<file path="config.mk">
export PLATFORM = sky130hd
export DESIGN_NAME = r_burst_arbiter_flat
export DESIGN_NICKNAME = d
export VERILOG_FILES = /design/src/rtl/rob_pkg.sv /design/src/rtl/r_if.sv /design/src/rtl/rr_pick.sv /design/src/rtl/r_burst_arbiter.sv /design/src/flat_wrapper.sv
export SDC_FILE = /design/constraint.sdc
export NUM_CORES = 1
export LEC_CHECK = 0
export ABC_CLOCK_PERIOD_IN_PS = 2600
export CORE_AREA = 2 2 145 147
export DETAILED_ROUTE_END_ITERATION = 12
export DIE_AREA = 0 0 147 149
export PLACE_DENSITY = 0.69
export SETUP_SLACK_MARGIN = 0.02
export SLEW_MARGIN = 40
export SYNTH_ARGS = -nofsm -noshare
export SYNTH_HDL_FRONTEND = slang
export SYNTH_SLANG_ARGS = --single-unit
</file>
<file path="constraint.sdc">
create_clock -name clk -period 2.6 [get_ports clk]
set_input_delay 0.39 -clock clk [delete_from_list [all_inputs] [get_ports clk]]
set_output_delay 0.39 -clock clk [all_outputs]
set_load 0.1 [all_outputs]
</file>
<file path="src/rtl/rob_pkg.sv">
// Shared types for the read-response ordering path: the R beat layout, the
// burst-arbiter state encoding and a round-robin pointer helper.
package rob_pkg;

    localparam int ROB_ID_WIDTH   = 4;
    localparam int ROB_DATA_WIDTH = 64;
    localparam int ROB_RESP_WIDTH = 2;

    typedef struct packed {
        logic [ROB_ID_WIDTH-1:0]   id;
        logic [ROB_DATA_WIDTH-1:0] data;
        logic [ROB_RESP_WIDTH-1:0] resp;
        logic                      last;
    } r_beat_t;

    typedef enum logic {
        IDLE  = 1'b0,
        BURST = 1'b1
    } arb_state_t;

    // Index of the source that follows idx in round-robin order.
    function automatic int rr_next(input int idx, input int n);
        return (idx + 1 >= n) ? 0 : idx + 1;
    endfunction

endpackage

</file>
<file path="src/rtl/r_if.sv">
// AXI R-channel beat bundle with a valid/ready handshake.
interface r_if #(
    parameter int ID_WIDTH   = 4,
    parameter int DATA_WIDTH = 64,
    parameter int RESP_WIDTH = 2
);
    logic                  valid;
    logic                  ready;
    logic [ID_WIDTH-1:0]   id;
    logic [DATA_WIDTH-1:0] data;
    logic [RESP_WIDTH-1:0] resp;
    logic                  last;

    modport sender (
        output valid,
        output id,
        output data,
        output resp,
        output last,
        input  ready
    );

    modport receiver (
        input  valid,
        input  id,
        input  data,
        input  resp,
        input  last,
        output ready
    );
endinterface

</file>
<file path="src/rtl/rr_pick.sv">
// Combinational rotate-priority selector: the first set request at or after
// ptr (wrapping) wins; returns it as one-hot and as an index.
module rr_pick #(
    parameter int N     = 4,
    parameter int IDX_W = (N > 1) ? $clog2(N) : 1
) (
    input  logic [N-1:0]     req,
    input  logic [IDX_W-1:0] ptr,
    output logic [N-1:0]     grant,
    output logic [IDX_W-1:0] idx,
    output logic             any
);

    logic [IDX_W-1:0] cand [N];
    logic [N-1:0]     hit;

    // cand[k] is the source visited k-th when the search starts at ptr.
    genvar gi;
    generate
        for (gi = 0; gi < N; gi++) begin : g_off
            logic [IDX_W:0] sum;
            assign sum      = {1'b0, ptr} + (IDX_W+1)'(gi);
            assign cand[gi] = (sum >= (IDX_W+1)'(N)) ? IDX_W'(sum - (IDX_W+1)'(N))
                                                     : sum[IDX_W-1:0];
            assign hit[gi]  = req[cand[gi]];
        end
    endgenerate

    always_comb begin
        idx = '0;
        for (int k = N - 1; k >= 0; k--) begin
            if (hit[k]) begin
                idx = cand[k];
            end
        end
    end

    assign any   = |req;
    assign grant = any ? (N'(1) << idx) : '0;

endmodule

</file>
<file path="src/rtl/r_burst_arbiter.sv">
// Burst-locked round-robin arbiter sharing one R path among NUM_SRC beat
// sources, with a single registered output stage at full throughput.
module r_burst_arbiter
    import rob_pkg::*;
#(
    parameter int NUM_SRC    = 4,
    parameter int ID_WIDTH   = 4,
    parameter int DATA_WIDTH = 64,
    parameter int RESP_WIDTH = 2
) (
    input  logic                             clk,
    input  logic                             rst,
    input  logic [NUM_SRC-1:0]               src_valid,
    output logic [NUM_SRC-1:0]               src_ready,
    input  logic [NUM_SRC*ID_WIDTH-1:0]      src_id,
    input  logic [NUM_SRC*DATA_WIDTH-1:0]    src_data,
    input  logic [NUM_SRC*RESP_WIDTH-1:0]    src_resp,
    input  logic [NUM_SRC-1:0]               src_last,
    r_if.sender                              r_out,
    output logic [$clog2(NUM_SRC)-1:0]       grant_idx,
    output logic                             burst_active
);

    localparam int IDX_W = $clog2(NUM_SRC);

    typedef struct packed {
        logic [ID_WIDTH-1:0]   id;
        logic [DATA_WIDTH-1:0] data;
        logic [RESP_WIDTH-1:0] resp;
        logic                  last;
    } beat_t;

    arb_state_t       state_reg;
    logic [IDX_W-1:0] ptr_reg;
    logic [IDX_W-1:0] grant_reg;
    logic             burst_reg;
    logic             out_valid_reg;
    beat_t            out_beat_reg;

    beat_t            src_beat [NUM_SRC];
    logic [NUM_SRC-1:0] pick_grant;
    logic [IDX_W-1:0] pick_idx;
    logic             pick_any;

    logic             can_load;
    logic             accept;
    logic [IDX_W-1:0] sel_idx;
    beat_t            sel_beat;
    logic [IDX_W-1:0] ptr_next;

    genvar gi;
    generate
        for (gi = 0; gi < NUM_SRC; gi++) begin : g_unpack
            assign src_beat[gi] = {src_id[gi*ID_WIDTH +: ID_WIDTH],
                                   src_data[gi*DATA_WIDTH +: DATA_WIDTH],
                                   src_resp[gi*RESP_WIDTH +: RESP_WIDTH],
                                   src_last[gi]};
        end
    endgenerate

    rr_pick #(
        .N     (NUM_SRC),
        .IDX_W (IDX_W)
    ) u_pick (
        .req   (src_valid),
        .ptr   (ptr_reg),
        .grant (pick_grant),
        .idx   (pick_idx),
        .any   (pick_any)
    );

    assign can_load = ~out_valid_reg | r_out.ready;

    // While locked, only the granted source is offered the slot; otherwise the
    // round-robin winner is. Downstream backpressure blocks everyone at once.
    always_comb begin
        src_ready = '0;
        if (rst) begin
            src_ready = '0;
        end else if (state_reg == BURST) begin
            src_ready[grant_reg] = can_load;
        end else if (pick_any && can_load) begin
            src_ready = pick_grant;
        end
    end

    assign accept   = |(src_valid & src_ready);
    assign sel_idx  = (state_reg == BURST) ? grant_reg : pick_idx;
    assign sel_beat = src_beat[sel_idx];
    assign ptr_next = IDX_W'(rr_next(int'(sel_idx), NUM_SRC));

    always_ff @(posedge clk or posedge rst) begin
        if (rst) begin
            state_reg     <= IDLE;
            ptr_reg       <= '0;
            grant_reg     <= '0;
            burst_reg     <= 1'b0;
            out_valid_reg <= 1'b0;
            out_beat_reg  <= '0;
        end else begin
            if (can_load) begin
                out_valid_reg <= accept;
                if (accept) begin
                    out_beat_reg <= sel_beat;
                end
            end
            case (state_reg)
                IDLE: begin
                    if (accept) begin
                        if (sel_beat.last) begin
                            ptr_reg <= ptr_next;
                        end else begin
                            state_reg <= BURST;
                            grant_reg <= pick_idx;
                            burst_reg <= 1'b1;
                        end
                    end
                end
                BURST: begin
                    if (accept && sel_beat.last) begin
                        state_reg <= IDLE;
                        burst_reg <= 1'b0;
                        ptr_reg   <= ptr_next;
                    end
                end
            endcase
        end
    end

    assign r_out.valid  = out_valid_reg;
    assign r_out.id     = out_beat_reg.id;
    assign r_out.data   = out_beat_reg.data;
    assign r_out.resp   = out_beat_reg.resp;
    assign r_out.last   = out_beat_reg.last;
    assign grant_idx    = grant_reg;
    assign burst_active = burst_reg;

endmodule

</file>
<file path="src/flat_wrapper.sv">
// flat-port wrapper written by rule: the top's interface ports become plain ports
module r_burst_arbiter_flat import rob_pkg::*;
#(
    parameter int NUM_SRC    = 4,
    parameter int ID_WIDTH   = 4,
    parameter int DATA_WIDTH = 64,
    parameter int RESP_WIDTH = 2
)
  (clk, rst, src_valid, src_ready, src_id, src_data, src_resp, src_last, grant_idx, burst_active, r_out_valid, r_out_id, r_out_data, r_out_resp, r_out_last, r_out_ready);
  r_if #(.ID_WIDTH(ID_WIDTH), .DATA_WIDTH(DATA_WIDTH), .RESP_WIDTH(RESP_WIDTH)) r_out_i ();
  input  logic clk;
  input  logic rst;
  input  logic [NUM_SRC-1:0] src_valid;
  output logic [NUM_SRC-1:0] src_ready;
  input  logic [NUM_SRC*ID_WIDTH-1:0] src_id;
  input  logic [NUM_SRC*DATA_WIDTH-1:0] src_data;
  input  logic [NUM_SRC*RESP_WIDTH-1:0] src_resp;
  input  logic [NUM_SRC-1:0] src_last;
  output logic [$clog2(NUM_SRC)-1:0] grant_idx;
  output logic burst_active;
  output wire logic [$bits(r_out_i.valid)-1:0] r_out_valid;
  output wire logic [$bits(r_out_i.id)-1:0] r_out_id;
  output wire logic [$bits(r_out_i.data)-1:0] r_out_data;
  output wire logic [$bits(r_out_i.resp)-1:0] r_out_resp;
  output wire logic [$bits(r_out_i.last)-1:0] r_out_last;
  input wire logic [$bits(r_out_i.ready)-1:0] r_out_ready;
  assign r_out_valid = r_out_i.valid;
  assign r_out_id = r_out_i.id;
  assign r_out_data = r_out_i.data;
  assign r_out_resp = r_out_i.resp;
  assign r_out_last = r_out_i.last;
  assign r_out_i.ready = r_out_ready;
  r_burst_arbiter #(.NUM_SRC(NUM_SRC), .ID_WIDTH(ID_WIDTH), .DATA_WIDTH(DATA_WIDTH), .RESP_WIDTH(RESP_WIDTH)) u_core (.clk(clk), .rst(rst), .src_valid(src_valid), .src_ready(src_ready), .src_id(src_id), .src_data(src_data), .src_resp(src_resp), .src_last(src_last), .r_out(r_out_i), .grant_idx(grant_idx), .burst_active(burst_active));
endmodule
</file>
==> impl_metrics.env <==
export IMPL_grt_start_max_net_pins=59
export IMPL_die_w_um=147
export IMPL_yosys_top_cells_area="dfrtp_1 37%, nand2_1 30%, nand3_1 13%"
export IMPL_avgSynthCellArea_um2=6.35
export IMPL_timing_hold_ws_ps=481
export IMPL_first_iter_violations=240
export IMPL_drv_slew=0
export IMPL_synth_simple_area_share_pct=46.2
export IMPL_synth_top_family_by_area="simple AND/OR/NAND/NOR gates"
export IMPL_hp_start="u_core.r_out.data[13]"
export IMPL_vias_per_cell=4.58
export IMPL_synth_commonest_cells="426 x nand2_1, 143 x nand3_1, 78 x dfrtp_1"
export IMPL_rsz0062_at_grt="no"
export IMPL_clock_root_buffer="clkbuf_16"
export IMPL_ant_nets=0
export IMPL_p_total_mw=15.1
export IMPL_ys_async_sr_fraction_pct=100
export IMPL_wl_mm=21.8
export IMPL_worst_pin_slew_ps=722
export IMPL_status="finished, final reports clean"
export IMPL_drive_above_1_share_pct=14.9
export IMPL_clk_transition_reported_paths_ps=60
export IMPL_crit_arrival_ps=2690
export IMPL_clock_sink_count=78
export IMPL_fmax_mhz=406
export IMPL_cp_required_ps=2820
export IMPL_power_density_nw_per_um2=1510
export IMPL_wl_per_cell_um=14.6
export IMPL_yosysSeqAreaShare_pct=36.5
export IMPL_r2r_slack_ps=130
export IMPL_synth_mux_area_share_pct=1.22
export IMPL_synth_enable_flop_cells=0
export IMPL_cts_tree="yes"
export IMPL_synth_compound_area_share_pct=10.7
export IMPL_synth_xor_area_share_pct=0.164
export IMPL_yosys_area_top_type="dfrtp_1"
export IMPL_holdPathStages=2
export IMPL_rows=53
export IMPL_reg2reg_from="u_core.ptr_reg[0]"
export IMPL_numCtsBuffers=9
export IMPL_post_synth_top_count_cell="nand2_1"
export IMPL_grt_pass1_wl_mm=33.8
export IMPL_skew_ps=7.64
export IMPL_r2r_end="u_core.ptr_reg[1]"
export IMPL_path_class="reg -> reg"
export IMPL_maxSlewHeadroom_pct=51.8
export IMPL_synth_ff_type="dfrtp_1"
export IMPL_hold_path_class="reg -> reg"
export IMPL_start_util_pct=26.0
export IMPL_critPathMaxFanout=5
export IMPL_cap_violations=0
export IMPL_largest_register_ffs=64
export IMPL_end_kind="flop"
export IMPL_finalCritPeriodShare_pct=94.8
export IMPL_ys_types=40
export IMPL_htreeDepth=3
export IMPL_pin_count=370
export IMPL_syn_inst=841
export IMPL_clk_insertion_delay_late_ps=340
export IMPL_yosys_warnings=0
export IMPL_synth_area_um2=5340
export IMPL_ir_drop_mv=0.555
export IMPL_grt_usage_pct=19.3
export IMPL_synth_fa_ha_area_share_pct=0
export IMPL_port_buffers=369
export IMPL_hold_viol=0
export IMPL_nets=1505
export IMPL_area_delta_synth_final_pct=88.0
export IMPL_ys_ff_latch=78
export IMPL_clock_path_buffers=2
export IMPL_drt_pass1_iterations=4
export IMPL_vias=6853
export IMPL_synth_top_area_share_pct=36.5
export IMPL_dp_hpwl_mm=16.6
export IMPL_die_h_um=149
export IMPL_gr_total_overflow=0
export IMPL_reg2reg_depth=7
export IMPL_hold_end="u_core.r_out.data[13]"
export IMPL_core_area_um2=20600
export IMPL_setup_violations=0
export IMPL_cp_start_kind="flop"
export IMPL_antenna_found_initial=3
export IMPL_synth_fp_nets=1132
export IMPL_min_period_ps=2470
export IMPL_drc=0
export IMPL_grt_pass1_vias=6563
export IMPL_dieArea_um2=21900
export IMPL_leakage_nw=4.69
export IMPL_routabilityCongestion=0.869
==> report_power, final <==
part	internal (mW)	leakage, nW	switching [mW]	total (mW)
Clock	0.889	0.155	0.509	1.40
Sequential	1.84	0.959	0.366	2.21
Combinational	3.41	3.58	8.12	11.5
Total	6.14	4.69	8.99	15.1
==> what timing repair did <==
action                                  in CTS  in global routing
endpoints found under the setup margin       8                 81
cloned                                       0                  0
setup buffers                                3                  2
gates resized for setup                     13                  6
pin swaps                                    6                  3
hold buffers                                 0                  0
==> cell type report <==
class | instances | area (um2)
clock inverters | 3 | 67.6
multi-input cells | 695 | 3270
clock buffers | 12 | 256
fillers | 2024 | 10500
well taps | 275 | 344
flip-flops and latches | 78 | 1960
inverters | 4 | 18.8
diodes | 3 | 7.51
repair buffers | 426 | 4110
==> worst max path at each step <==
stage                                to          startpoint
CTS                        src_ready[2]         r_out_ready
global route          u_core.ptr_reg[1]        src_valid[1]
global placement      u_core.ptr_reg[1]        src_valid[2]
floorplan             u_core.ptr_reg[0]  u_core.r_out.valid
detailed placement  u_core.grant_idx[1]        src_valid[2]
finish                u_core.ptr_reg[1]   u_core.ptr_reg[0]
==> layer usage <==
metal | global-route usage [%] | routed length (um)
met5 | 0 | 0
met3 | 5.29 | 1640
met4 | 5.91 | 318
met1 | 22.4 | 8900
met2 | 34.8 | 11000
==> layout by cell type (no fill, tap or decap), drive strengths merged, types with 3 or more instances in the layout <==
master	n
clkbuf	12
diode	3
nand2b	4
a221oi	3
nand3	143
nor2b	4
nor2	4
nor3	3
inv	3
a21oi	5
dfrtp	78
o21ai	72
dlygate4sd2	3
nand2	426
clkdlybuf4s50	285
buf	136
mux2	4
==> logic make-up (layout without fill, tap and decap cells) <==
group,Yosys count,in the layout
other,0,3
buffers and inverters,68,445
AND/OR/NAND/NOR,593,593
XOR/XNOR,1,1
flip-flops,78,78
multiplexers,6,6
AO/OA/AOI/OAI,95,95
==> per-stage QoR <==
step	setup TNS, ps	util (%)	std cells	worst slack (ps)	instance area, um2
floorplan	-37480	-	841	-513	5450
global placement	-15060	46.8	1473	-283	9630
detailed placement	-18150	46.8	1473	-350	9630
CTS	0	48.7	1491	21.2	10000
global route	0	48.8	1496	16.8	10000
finish	0	48.8	1496	134	10000
==> critical path: stages (launching register included) <==
cell,delay [ps]
dfrtp_1,390
and2b_2,280
o21a_1,280
o41ai_4,320
mux2i_1,130
o211ai_1,360
nor2b_4,280
mux2_4,310
No activity file was read; power rests on OpenSTA's default activity.
==> variant 1, RTL diff (same flow settings) <==
Reset style: synchronous (`rst`), changed in one clocked block.
--- a/src/rtl/r_burst_arbiter.sv
+++ b/src/rtl/r_burst_arbiter.sv
@@ -91,3 +91,3 @@
 
-    always_ff @(posedge clk or posedge rst) begin
+    always_ff @(posedge clk) begin
         if (rst) begin
Function: differs if rst is asserted again (counterexample within 4 cycles, from zero or initial values and one cycle with rst high); with rst held inactive, the same outputs for 4 cycles.
==> variant 1 against the unedited design <==
Design area shrank 4.7%; worst setup slack lost 0.0023 ns; routed wire length grew 7.4%; count of clock-buffer cells in the layout shrank 1; utilization shrank 2.3 points; sequential cell count is the same; final cell count shrank 0.60%; total power shrank 26%; worst hold slack lost 0.030 ns; area after synthesis shrank 4.7%; synthesized cell count grew 1.1%; largest cell class unchanged.
==> variant 1: results (changes against the unedited design) <==
Worst Hold Launch u_core.r_out.data[33] (was u_core.r_out.data[13]); Max rail drop VDD 0.000557 V (was 0.000555 V); GP Congestion 0.868 (was 0.869); CP top delay family buffers and inverters (was compound AO/OA/AOI/OAI gates); Worst EP arrival 2.74 ns (was 2.69 ns); largest net degree at the start of global routing 69 (was 59); worst r2r dst u_core.r_out.data[0] (was u_core.ptr_reg[1]); Global Route Usage Sum 20.4% (was 19.3%); R2R Path Start u_core.ptr_reg[1] (was u_core.ptr_reg[0]); critical path fanouts, max 18 (was 5); vias in the first global route 6658 (was 6563); via count 7084 (was 6853); first-pass GRT wire length 35700 µm (was 33800 µm); Area after DPL 9240 µm² (was 9630 µm²); sequential-to-total area share from yosys stat 30.7% (was 36.5%); DRT iter0 DRCs 364 (was 240); Syn Nets 1141 (was 1132); Synth top cells by count nand2_1, nand3_1, dfxtp_1 (was nand2_1, nand3_1, dfrtp_1); Fillers 2090 (was 2024); final std cells w/o fill 1487 (was 1496); CP max stage cell clkdlybuf4s50_1 (was dfrtp_1); Synth Flop Type dfxtp_1 (was dfrtp_1); delay of the slowest critical-path stage 0.48 ns (was 0.39 ns); top post-synthesis cells by area dfxtp_1, nand2_1, nand3_1, a21oi_1, clkbuf_1 (was dfrtp_1, nand2_1, nand3_1, o21ai_0, clkbuf_1); status finished clean (unchanged); share of layout cells above drive strength 1 14.0% (was 14.9%); HPWL Detailed 17200 µm (was 16600 µm); DP Worst Slack -0.257 ns (was -0.350 ns); clk_skew 0.00962 ns (was 0.00764 ns); syn_area_per_cell 5.99 µm² (was 6.35 µm²); worst reg2reg path depth 10 (was 7)
-- variant 1: cell count changes after synthesis, sizes merged, moves of 7 or more --
cell,before,now
a21oi,5,77
clkbuf,51,44
dfrtp,78,0
nand2,426,360
dfxtp,0,78
o21ai,72,2
buf,13,30
nand3,143,211
-- variant 1: layout make-up --
| class | instances | share of cell area (%) |
|---|---|---|
| timing repair buffer | 419 | 42.6 |
| multi-input combinational | 695 | 34.4 |
| sequential | 78 | 16.4 |
| tap | 275 | 3.60 |
| clock buffer | 11 | 2.54 |
| clock inverter | 5 | 0.340 |
| inverter | 3 | 0.118 |
| antenna | 1 | 0.0262 |
-- variant 1: worst max-delay path by stage --
| stage | slack (ns) | startpoint | to |
|---|---|---|---|
| after floorplan | 0.02 | src_valid[2] | u_core.r_out.data[22] |
| after global placement | -0.23 | src_valid[2] | u_core.r_out.data[55] |
| after detailed placement | -0.26 | src_valid[1] | u_core.burst_active |
| after CTS | 0.005 | src_valid[1] | u_core.r_out.data[0] |
| after global routing | -0.01 | src_valid[3] | u_core.r_out.data[14] |
| final | 0.13 | src_valid[3] | u_core.r_out.data[0] |
-- variant 1: worst reg2reg max path: stages, from the launching register on --
cell	delay (ns)
dfxtp_2	0.43
mux2i_1	0.38
o221ai_4	0.20
nand2_2	0.16
o22ai_4	0.10
buf_4	0.15
a221oi_4	0.35
buf_4	0.22
buf_12	0.16
nand2_1	0.06
a21oi_1	0.12
-- variant 1: cells by family (layout without fill, tap and decap cells) --
group | count (synthesis) | after routing | share of synthesized area (%)
buf+inv | 77 | 438 | 6.78
compound gates | 98 | 98 | 11.6
other cells | 0 | 1 | 0
flops | 78 | 78 | 30.7
mux | 4 | 4 | 1.03
simple gates | 592 | 592 | 49.7
xor+xnor | 1 | 1 | 0.172
-- variant 1: what timing repair did --
action                                  in CTS  in global routing
endpoints found under the setup margin       3                 81
hold endpoints to repair                     0                  0
pin swaps                                    3                  2
setup buffers                                3                  1
hold buffers                                 0                  0
gates resized for setup                      5                  4
-- variant 1: per-stage QoR --
stage	TNS [ns]	power [W]	hold slack [ns]
finish	0	0.0112	0.450
global route	-0.0159	0.0119	0.468
CTS	0	0.0113	0.452
detailed placement	-16.67	0.0100	0.443
global placement	-16.92	0.00999	0.439
floorplan	0	0.00756	0.616
-- variant 1: report_power, final --
part | switching (W) | leakage [nW] | internal (W)
clock network | 0.000540 | 0.136 | 0.000675
logic | 0.00568 | 3.19 | 0.00244
registers | 0.000263 | 0.640 | 0.00162
total | 0.00648 | 3.96 | 0.00473
-- variant 1: metal layers --
metal	vias to the layer above	global-route usage, %	wire length [µm]
li1	3553	-	-
met1	3190	24.6	9590
met2	303	35.4	11400
met3	36	5.02	1890
met4	2	7.26	566
met5	-	0	15
==> variant 2, RTL diff (same flow settings) <==
Without the edit above. `RESP_WIDTH` is set to 2 in 3 places; all go to 4.
--- a/src/rtl/r_if.sv
+++ b/src/rtl/r_if.sv
@@ -4,3 +4,3 @@
     parameter int DATA_WIDTH = 64,
-    parameter int RESP_WIDTH = 2
+    parameter int RESP_WIDTH = 4
 );
--- a/src/rtl/r_burst_arbiter.sv
+++ b/src/rtl/r_burst_arbiter.sv
@@ -8,3 +8,3 @@
     parameter int DATA_WIDTH = 64,
-    parameter int RESP_WIDTH = 2
+    parameter int RESP_WIDTH = 4
 ) (
--- a/src/flat_wrapper.sv
+++ b/src/flat_wrapper.sv
@@ -6,3 +6,3 @@
     parameter int DATA_WIDTH = 64,
-    parameter int RESP_WIDTH = 2
+    parameter int RESP_WIDTH = 4
 )
Interface: changed (resized r_out_resp and src_resp); port bits go from 370 to 380. No check against the original RTL was run, so the function may have changed too.
==> variant 2 against the unedited design <==
Worst setup slack better by 0.0058 ns; count of clock-buffer cells in the layout is 1 lower; sequential cell count is 2 higher; area after synthesis is 3.6% higher; sequential share of layout area is 0.065 points lower; register-to-register slack better by 0.03 ns; total power is 3.7% higher; design area is 2.9% higher; synthesized cell count is 2.6% higher; routed wire length is 5.1% higher; clock skew is 0.00069 ns higher; critical path depth stayed put; sequential power is 3% higher; critical path type is now input pin to output pin; highest routed layer unchanged.
==> variant 2: results (changes against the unedited design) <==
area occupied by multi-input gates 3360 µm² (was 3270 µm²); static leakage 4.83 nW (was 4.69 nW); switch share 59.9% (was 59.4%); via/cell ratio 4.67 (was 4.58); Buffers excl. clock 443 (was 426); initial antenna violation count 0 (was 3); DRT iter0 DRCs 270 (was 240); inverters 3 (was 4); multi-input combinational area share 32.6% (about the same); FF+latch count 80 (was 78); DP Worst Slack -0.312 ns (was -0.350 ns); largest net degree at the start of global routing 74 (was 59); Area after DPL 9950 µm² (was 9630 µm²); Slew @ Worst Pin 0.594 ns (was 0.722 ns); Avg WL per Cell 15.0 µm (was 14.6 µm); first-pass GRT wire length 35100 µm (was 33800 µm); PostCTS Resize Cnt 10 (was 13); Routed WL 22900 µm (was 21800 µm); Worst EP arrival 2.07 ns (was 2.69 ns); Worst Setup EP src_ready[1] (was u_core.ptr_reg[1]); vias in the first global route 6839 (was 6563); Max rail drop VDD 0.000683 V (was 0.000555 V); clk_buf instances 11 (was 12); top post-synthesis cells by area dfrtp_1, nand2_1, nand3_1, o21ai_0, clkbuf_1 (unchanged); CP Launch Point src_valid[2] (was u_core.ptr_reg[0]); Clk pwr share 8.3% (was 9.2%); HPWL Detailed 18000 µm (was 16600 µm); Power Total 0.0157 W (was 0.0151 W); Mapped Cells 863 (was 841); Global Route Usage Sum 20.1% (was 19.3%); worst reg2reg path depth 9 (was 7); clk_skew 0.00833 ns (was 0.00764 ns); Logic power comb 0.0121 W (was 0.0115 W); Synth top cells by count nand2_1, nand3_1, dfrtp_1 (unchanged); FMAX 407 MHz (was 406 MHz); placed insts 1511 (was 1473); Final Net Count 1550 (was 1505); final hold slack 0.479 ns (was 0.481 ns); ANT cells 0 (was 3); CP max stage cell a2111oi_4 (was dfrtp_1); Worst Hold End u_core.r_out.data[52] (was u_core.r_out.data[13]); status finished clean (unchanged); Final clock-cell share 2.95% (was 3.23%); delay of the slowest critical-path stage 0.47 ns (was 0.39 ns); share of layout cells above drive strength 1 15.4% (was 14.9%); worst r2r dst u_core.burst_active (was u_core.ptr_reg[1]); Worst Hold Launch u_core.r_out.data[52] (was u_core.r_out.data[13])
## variant 2: cell count changes in the layout (fill, tap and decap cells not counted), sizes merged, moves of 2 or more
cell / change
diode: -3
nand3: +4
clkdlybuf4s50: +8
buf: +9
dfrtp: +2
nand2: +14
nor2b: -2
## variant 2: logic make-up (layout without fill, tap and decap cells)
kind of cell | count (synthesis) | count (layout) | share of synthesized area, %
AOI/OAI and AO/OA | 96 | 96 | 10.8
xor gates and xnor gates | 1 | 1 | 0.158
buffers and inverters | 69 | 462 | 5.49
DFF | 80 | 80 | 36.2
muxes | 6 | 6 | 1.31
and+or+nand+nor | 611 | 611 | 46.0
## variant 2: routing by layer
metal  up-vias  global-route usage (%)  part of all wire, %  routed length (µm)
li1       3603                       -                    -                   -
met2       280                    35.1                   49               11200
met3        57                    4.59                  6.7                1550
met5         -                       0                    0                   0
met4         0                    8.89                  3.8                 873
met1      3207                    23.7                   41                9300
